--- config.mk ---
export PLATFORM = sky130hd
export DESIGN_NAME = ttl_nand_arbiter
export DESIGN_NICKNAME = d
export VERILOG_FILES = /design/src/rtl/ttl_nand_arbiter.sv
export SDC_FILE = /design/constraint.sdc
export NUM_CORES = 1
export LEC_CHECK = 0
export CAP_MARGIN = 20
export CORE_UTILIZATION = 42
export CTS_CLUSTER_SIZE = 24
export DETAILED_ROUTE_END_ITERATION = 8
export PLACE_DENSITY = 0.83
export SKIP_LAST_GASP = 1
export SLEW_MARGIN = 20
export SYNTH_ARGS = -nofsm -noshare
export SYNTH_HDL_FRONTEND = slang
export SYNTH_SLANG_ARGS = --single-unit
--- constraint.sdc ---
create_clock -name Clk -period 1.9 [get_ports Clk]
set_input_delay 0.38 -clock Clk [delete_from_list [all_inputs] [get_ports Clk]]
set_output_delay 0.38 -clock Clk [all_outputs]
set_load 0.02 [all_outputs]
--- src/rtl/ttl_nand_arbiter.sv ---
// Round-robin arbiter that time-shares one registered NAND slot among BLOCKS
// requesters; rising Req edges post sticky pending flags served one per cycle.

module ttl_nand_lane #(
  parameter int WIDTH_IN = 2
) (
  input  logic                req,
  input  logic                req_prev,
  input  logic                pending,
  input  logic                served,
  input  logic [WIDTH_IN-1:0] opnd,
  output logic                pending_nxt,
  output logic                nand_y
);
  logic rise;

  always_comb begin
    rise        = req & ~req_prev;
    // a rise on the lane being served re-posts it
    pending_nxt = (pending & ~served) | rise;
    nand_y      = ~&opnd;
  end
endmodule

module ttl_nand_arbiter #(
  parameter int BLOCKS     = 4,
  parameter int WIDTH_IN   = 2,
  parameter int DELAY_RISE = 0,
  parameter int DELAY_FALL = 0
) (
  input  logic                         Clk,
  input  logic                         Clear_bar,
  input  logic                         Enable_bar,
  input  logic [BLOCKS-1:0]            Req,
  input  logic [BLOCKS*WIDTH_IN-1:0]   A_2D,
  output logic [BLOCKS-1:0]            Grant,
  output logic                         Valid,
  output logic                         Y,
  output logic [BLOCKS-1:0]            Pending
);
  localparam int PW = $clog2(BLOCKS);

  typedef enum logic {ST_IDLE, ST_SERVE} state_e;

  // Output delays are a library timing annotation; the RTL is cycle-exact.
  if (BLOCKS < 2 || BLOCKS > 16) begin : g_chk_blocks
    $error("BLOCKS out of range");
  end
  if (DELAY_RISE < 0 || DELAY_FALL < 0) begin : g_chk_delay
    $error("negative output delay");
  end

  state_e            state_q, state_d;
  logic [BLOCKS-1:0] req_prev_q, pending_q, pending_d, grant_q, grant_d;
  logic [PW-1:0]     ptr_q, ptr_d, win_idx;
  logic              y_q, y_d, win_found, serve;
  logic [BLOCKS-1:0] pending_nxt, nand_y;

  for (genvar i = 0; i < BLOCKS; i++) begin : g_lane
    ttl_nand_lane #(.WIDTH_IN(WIDTH_IN)) u_lane (
      .req         (Req[i]),
      .req_prev    (req_prev_q[i]),
      .pending     (pending_q[i]),
      .served      (grant_d[i]),
      .opnd        (A_2D[i*WIDTH_IN +: WIDTH_IN]),
      .pending_nxt (pending_nxt[i]),
      .nand_y      (nand_y[i])
    );
  end

  // Search starts just past the last-served requester and wraps.
  always_comb begin
    int      idx;
    logic [PW-1:0] idx_w;
    win_found = 1'b0;
    win_idx   = ptr_q;
    idx       = 0;
    idx_w     = '0;
    for (int off = 1; off <= BLOCKS; off++) begin
      idx   = (int'(ptr_q) + off) % BLOCKS;
      idx_w = PW'(idx);
      if (!win_found && pending_q[idx_w]) begin
        win_found = 1'b1;
        win_idx   = idx_w;
      end
    end
  end

  always_comb begin
    serve   = win_found & ~Enable_bar;
    grant_d = '0;
    if (serve) grant_d[win_idx] = 1'b1;
    pending_d = pending_nxt;
    y_d       = serve ? nand_y[win_idx] : 1'b1;
    ptr_d     = serve ? win_idx : ptr_q;
    state_d   = serve ? ST_SERVE : ST_IDLE;
  end

  always_ff @(posedge Clk or negedge Clear_bar) begin
    if (!Clear_bar) begin
      state_q    <= ST_IDLE;
      req_prev_q <= '0;
      pending_q  <= '0;
      grant_q    <= '0;
      y_q        <= 1'b1;
      ptr_q      <= PW'(BLOCKS - 1);
    end else begin
      state_q    <= state_d;
      req_prev_q <= Req;
      pending_q  <= pending_d;
      grant_q    <= grant_d;
      y_q        <= y_d;
      ptr_q      <= ptr_d;
    end
  end

  assign Grant   = grant_q;
  assign Valid   = (state_q == ST_SERVE);
  assign Y       = y_q;
  assign Pending = pending_q;
endmodule

==> impl_metrics.tcl, run 1 <==
set metrics [dict create \
    via_per_inst 5.15 \
    num_rows 14 \
    die_width_um 42.9 \
    min_period_ns 1.78 \
    syn_inst 68 \
    grt_max_degree 17 \
    p_total_uw 1510 \
    setup_ws_ns 0.117 \
    synth_edf_count 0 \
    dieArea_um2 1840 \
    ys_types 24 \
    synth-adder-area-share_pct 0 \
    portBuffers 24 \
    syn-num-nets 83 \
    yosysWarnings 0 \
    start_kind "flop" \
    cts_buffers 3 \
    endpoint_kind "flop" \
    path_clk_slew_ns 0.09 \
    comb_power_share_pct 47.6 \
    vias 566 \
    p_switching_uw 550 \
    clock_sinks 16 \
    ys_seq_area_share_pct 57.6 \
    design.core.area_um2 1540 \
    place_ws_ns 0.0283 \
    worstPathMaxFanout 7 \
    grt_setup_unrepaired "false" \
    swShare_pct 36.5 \
    fillers 139 \
    hold_class "primary input to async pin" \
    muxShareOfSynthArea_pct 3.57 \
    hold_violations 0 \
    gp_congestion 0.727 \
    grt_first_pass_wirelength_mm 2.37 \
    synthSimpleGateAreaFrac_pct 17.5 \
    mostFrequentLayoutCells "clkdlybuf4s50_1, dfrtp_1, nand2_1, inv_1, a21oi_1" \
    status "finished clean" \
    setup_viol 0 \
    layout_commonest_cell "clkdlybuf4s50_1" \
    fin_setup_tns_ns 0 \
    drt-total-wl_mm 1.32 \
    p_seq_share_pct 37.9 \
    criticalPathCategory "flop to flop" \
    die_h_um 42.9 \
    synth_area_um2 702 \
    ant_nets 0 \
    wl_per_cell_um 12.0 \
    area_growth_pct 40.8 \
    maxSlewHeadroom_pct 78.7 \
    ys.flop_type "dfrtp_1" \
    clock-root-buffer "clkbuf_4" \
    ys_ff_latch 16 \
    fin_skew_ns 0.00120 \
    ios 25 \
    p_clk_share_pct 14.4 \
    r2r_end "Pending[0]" \
    nets 110 \
    holdBufCountCts 0 \
    insertion_delay_ns 0.28 \
    crit_required_ns 2.06 \
    max_freq_ghz 0.561 \
    internal_power_uw 956 \
    antenna_found_initial 0 \
    dp_hpwl_mm 1.05 \
    ir_worst_vdd_mv 0.789 \
    worstPathArrival_ns 1.94 \
    avgSynthCellArea_um2 10.3 \
    grt_pass1_vias 557 \
    synth_compound_area_share_pct 12.5 \
    ctsResizeCount 0 \
    drv_cap 0 \
    post-cts-setup-buffers 0 \
    drive_gt1_share_pct 13.8 \
    reg2reg_slack_ns 0.12 \
    reg2reg_depth 5 \
    power_density_nw_per_um2 1520 \
    gr-usage-all-layers_pct 17.6 \
    tritoncts "yes" \
    drc_errors 0 \
    first_pass_iters 4 \
    diodes 0 \
    synth_top_family_by_area "simple AND/OR/NAND/NOR gates" \
    slew_violations 0 \
    p_leak_uw 0.000448 \
    initial_core_util_pct 45.5 \
    async_reset_ff_share_pct 100 \
    h-tree-depth 1 \
    synth-xor-area-share_pct 0 \
    final.period_utilization_pct 93.8 \
    tightest_slew_ns 0.317 \
    drt-initial-drc-count 12 \
    whs_ns 0.403 \
    timing.rr.start "ptr_q[1]" \
    max-clock-path-buffers 2 \
    grt_overflow 0 \
]
metrics by stage:
| stage | cells | area, um2 | util [%] |
|---|---|---|---|
| floorplan | 68 | 702 | - |
| CTS | 110 | 988 | 64.1 |
| global route | 110 | 988 | 64.1 |
| detailed placement | 106 | 952 | 61.8 |
| global placement | 106 | 952 | 61.8 |
| finish | 110 | 988 | 64.1 |
Yosys cell counts, types with 2 or more instances:
cell / instances / area, um2
dfrtp_1: 13 / 325
or2b_1: 2 / 15.0
a21oi_1: 5 / 25.0
nor2_1: 4 / 15.0
buf_2: 2 / 10.0
nor3_1: 2 / 10.0
nand2_1: 6 / 22.5
dfstp_2: 3 / 78.8
o22ai_1: 2 / 12.5
inv_1: 6 / 22.5
buf_4: 4 / 30.0
and2_1: 2 / 12.5
nand2b_1: 3 / 18.8
o21ai_0: 4 / 20.0
power by group through the flow:
stage	logic, uW	clock network [uW]	registers (uW)
3_3_place_gp	694	0	574
6_report	718	217	572
2_1_floorplan	423	0	615
4_1_cts	720	224	572
5_1_grt	782	243	595
3_5_place_dp	718	0	580
logic make-up (layout without fill, tap and decap cells):
logic type	Yosys count	after routing
AOI/OAI and AO/OA	15	15
buffers and inverters	12	38
DFF	16	16
and+or+nand+nor	23	23
muxes	2	2
worst max-delay path, stage by stage, from the launching register on:
cell and delay [ns]:
dfstp_2 0.60, or2b_1 0.11, a21oi_1 0.07, or4b_1 0.55
o21ai_0 0.22, o21ai_0 0.11
routing by layer:
metal,vias to the layer above,track usage (%),share of wire (%)
met5,-,0,0
met4,0,7.50,0.45
met2,25,29.7,53
met1,265,21.3,41
met3,2,3.83,5.9
li1,274,-,-
how the worst max path moves through the flow:
stage | end | startpoint | slack (ns)
global route | Y | ptr_q[0] | 0.05
floorplan | Y | ptr_q[0] | 0.24
global placement | Y | Enable_bar | 0.09
detailed placement | Pending[0] | Enable_bar | 0.03
finish | Pending[0] | ptr_q[1] | 0.12
CTS | Y | Y | 0.10
state kept, by name (all words and copies together) (netlist names):
name,flops
req_prev_q,4
Pending,4
Y,1
ptr_q,2
Grant,4
Valid,1
area by class of cell:
cell class / count / area (um2) / area share [%]
sequential: 16 / 404 / 40.9
timing repair buffer: 28 / 270 / 27.3
multi-input combinational: 40 / 235 / 23.8
clock buffer: 4 / 36.3 / 3.67
inverter: 6 / 22.5 / 2.28
tap: 16 / 20.0 / 2.03
Power figures use the tool's default switching activity.
==> inputs of run 2 (changes only) <==
SYNTH_HIERARCHICAL = 1   (was not set)
==> impl_metrics.tcl, run 2 <==
set metrics [dict create \
    post-cts-setup-buffers 0 \
    synth_top_area_share_pct 46.5 \
    tritoncts "yes" \
    grt_setup_unrepaired "false" \
    synth.most_common_cell "dfrtp_1" \
    setup_ws_ns 0.0718 \
    mostFrequentLayoutCells "clkdlybuf4s50_1, dfrtp_1, inv_1, nand2_1, nor2_1" \
    grt_pass1_vias 557 \
    clock_sinks 16 \
    final_cell_count_no_fill 106 \
    fin_skew_ns 0.00401 \
    die_h_um 42.8 \
    max_freq_ghz 0.547 \
    first_pass_iters 5 \
    nets 106 \
    clock-root-buffer "clkbuf_4" \
    area_growth_pct 44.2 \
    drive_gt1_share_pct 23.3 \
    syn_inst 60 \
    hold_class "primary input to async pin" \
    ys_types 20 \
    final_area_um2 1010 \
    ys.flop_type "dfrtp_1" \
    timing.rr.start "ptr_q[1]" \
    slew_violations 0 \
    cp_cell_sequence "clkdlybuf4s50_1" \
    initial_core_util_pct 45.9 \
    worstPathArrival_ns 1.45 \
    avgSynthCellArea_um2 11.7 \
    dp_hpwl_mm 1.08 \
    syn-num-nets 75 \
    critPathBufInv 1 \
    synth_top_cell_by_area "dfrtp_1" \
    die_width_um 42.8 \
    setup_viol 0 \
    h-tree-depth 1 \
    yosysWarnings 6 \
    portBuffers 24 \
    critPathLaunch "Pending[0]" \
    diodes 0 \
    place_ws_ns 0.156 \
    wl_per_cell_um 13.2 \
    p_leak_uw 0.000477 \
    synthTopCellsByCount "dfrtp_1, inv_1, nand2_1, nor2_1, o22ai_2" \
    tightest_slew_ns 0.300 \
    cts_buffers 3 \
    endpoint_kind "output pin" \
    via_per_inst 4.94 \
    criticalPathCategory "flop to output pin" \
    synth_edf_count 0 \
    path_clk_slew_ns 0.09 \
    dieArea_um2 1830 \
    async_reset_ff_share_pct 100 \
    ys_ff_latch 16 \
    max-clock-path-buffers 2 \
    final.period_utilization_pct 96.2 \
    ctsResizeCount 0 \
    vias 524 \
    grt_first_pass_wirelength_mm 2.37 \
    grt_overflow 0 \
    min_period_ns 1.83 \
    fin_setup_tns_ns 0 \
    ir_worst_vdd_mv 0.946 \
    ys_seq_area_share_pct 57.8 \
    critPathSlowestCell "clkdlybuf4s50_1" \
    drc_errors 0 \
    design.core.area_um2 1520 \
    antenna_found_initial 0 \
    maxSlewHeadroom_pct 80.0 \
    drv_cap 0 \
    power_density_nw_per_um2 1570 \
    p_total_uw 1580 \
    layout_commonest_cell "clkdlybuf4s50_1" \
    start_kind "flop" \
    crit_family "buffers and inverters" \
    critPathMaxStageDelay_ns 0.66 \
    insertion_delay_ns 0.29 \
    status "finished clean" \
    gr-usage-all-layers_pct 17.7 \
    gp_congestion 0.689 \
    hold_violations 0 \
    worstPathMaxFanout 6 \
    placedCellCount 102 \
    ios 25 \
    holdBufCountCts 0 \
    grt_max_degree 17 \
    drt-total-wl_mm 1.40 \
    ant_nets 0 \
    crit_required_ns 1.52 \
    num_rows 14 \
    synth_area_um2 699 \
    place_area_um2 971 \
    drt-initial-drc-count 12 \
    synth_area_leaders "dfrtp_1, dfstp_2, o22ai_2, inv_1, a221oi_4" \
]
## run 2: logic make-up (layout without fill, tap and decap cells)
logic type / Yosys count / count (layout) / share of synthesized area, %
muxes: 3 / 3 / 4.65
and+or+nand+nor: 17 / 17 / 12.3
AOI/OAI and AO/OA: 12 / 12 / 17.7
buffers and inverters: 12 / 42 / 7.51
DFF: 16 / 16 / 57.8
## run 2: layout make-up
type                            count  area, um2
Fill cell                         115        515
Multi-Input combinational cell     32        243
Inverter                           11       41.3
Clock buffer                        4       36.3
Tap cell                           16       20.0
Sequential cell                    16        405
Timing Repair Buffer               27        263
## run 2: per-stage QoR
stage	hold slack (ns)	utilization (%)
6_report	0.398	66.2
4_1_cts	0.402	66.1
3_5_place_dp	0.421	63.7
5_1_grt	0.401	66.2
2_1_floorplan	0.0844	-
3_3_place_gp	0.416	63.7
## run 2: power by group
group | leakage (uW) | switching (uW) | internal (uW) | total, uW
Combinational | 0.000272 | 357 | 401 | 758
Sequential | 0.000184 | 124 | 475 | 599
Clock | 0.0000210 | 106 | 117 | 223
Total | 0.000477 | 587 | 993 | 1580
## run 2: worst paths after layout
check | endpoint | slack (ns) | depth (start not counted)
setup / recovery | Pending[0] | 0.07 | 1
min in group Clk | Pending[0] | 0.43 | 1
max in group asynchronous | Y | 1.25 | 2
hold reg to reg | Pending[0] | 0.43 | 1
setup reg to reg | Y | 0.13 | 5
hold / removal | req_prev_q[0] | 0.40 | 2
## run 2: per-layer routing
layer  track usage [%]  routed length (um)
met3              5.53                  56
met2              25.5                 683
met5                 0                   0
met4              11.3                  42
met1              22.8                 616
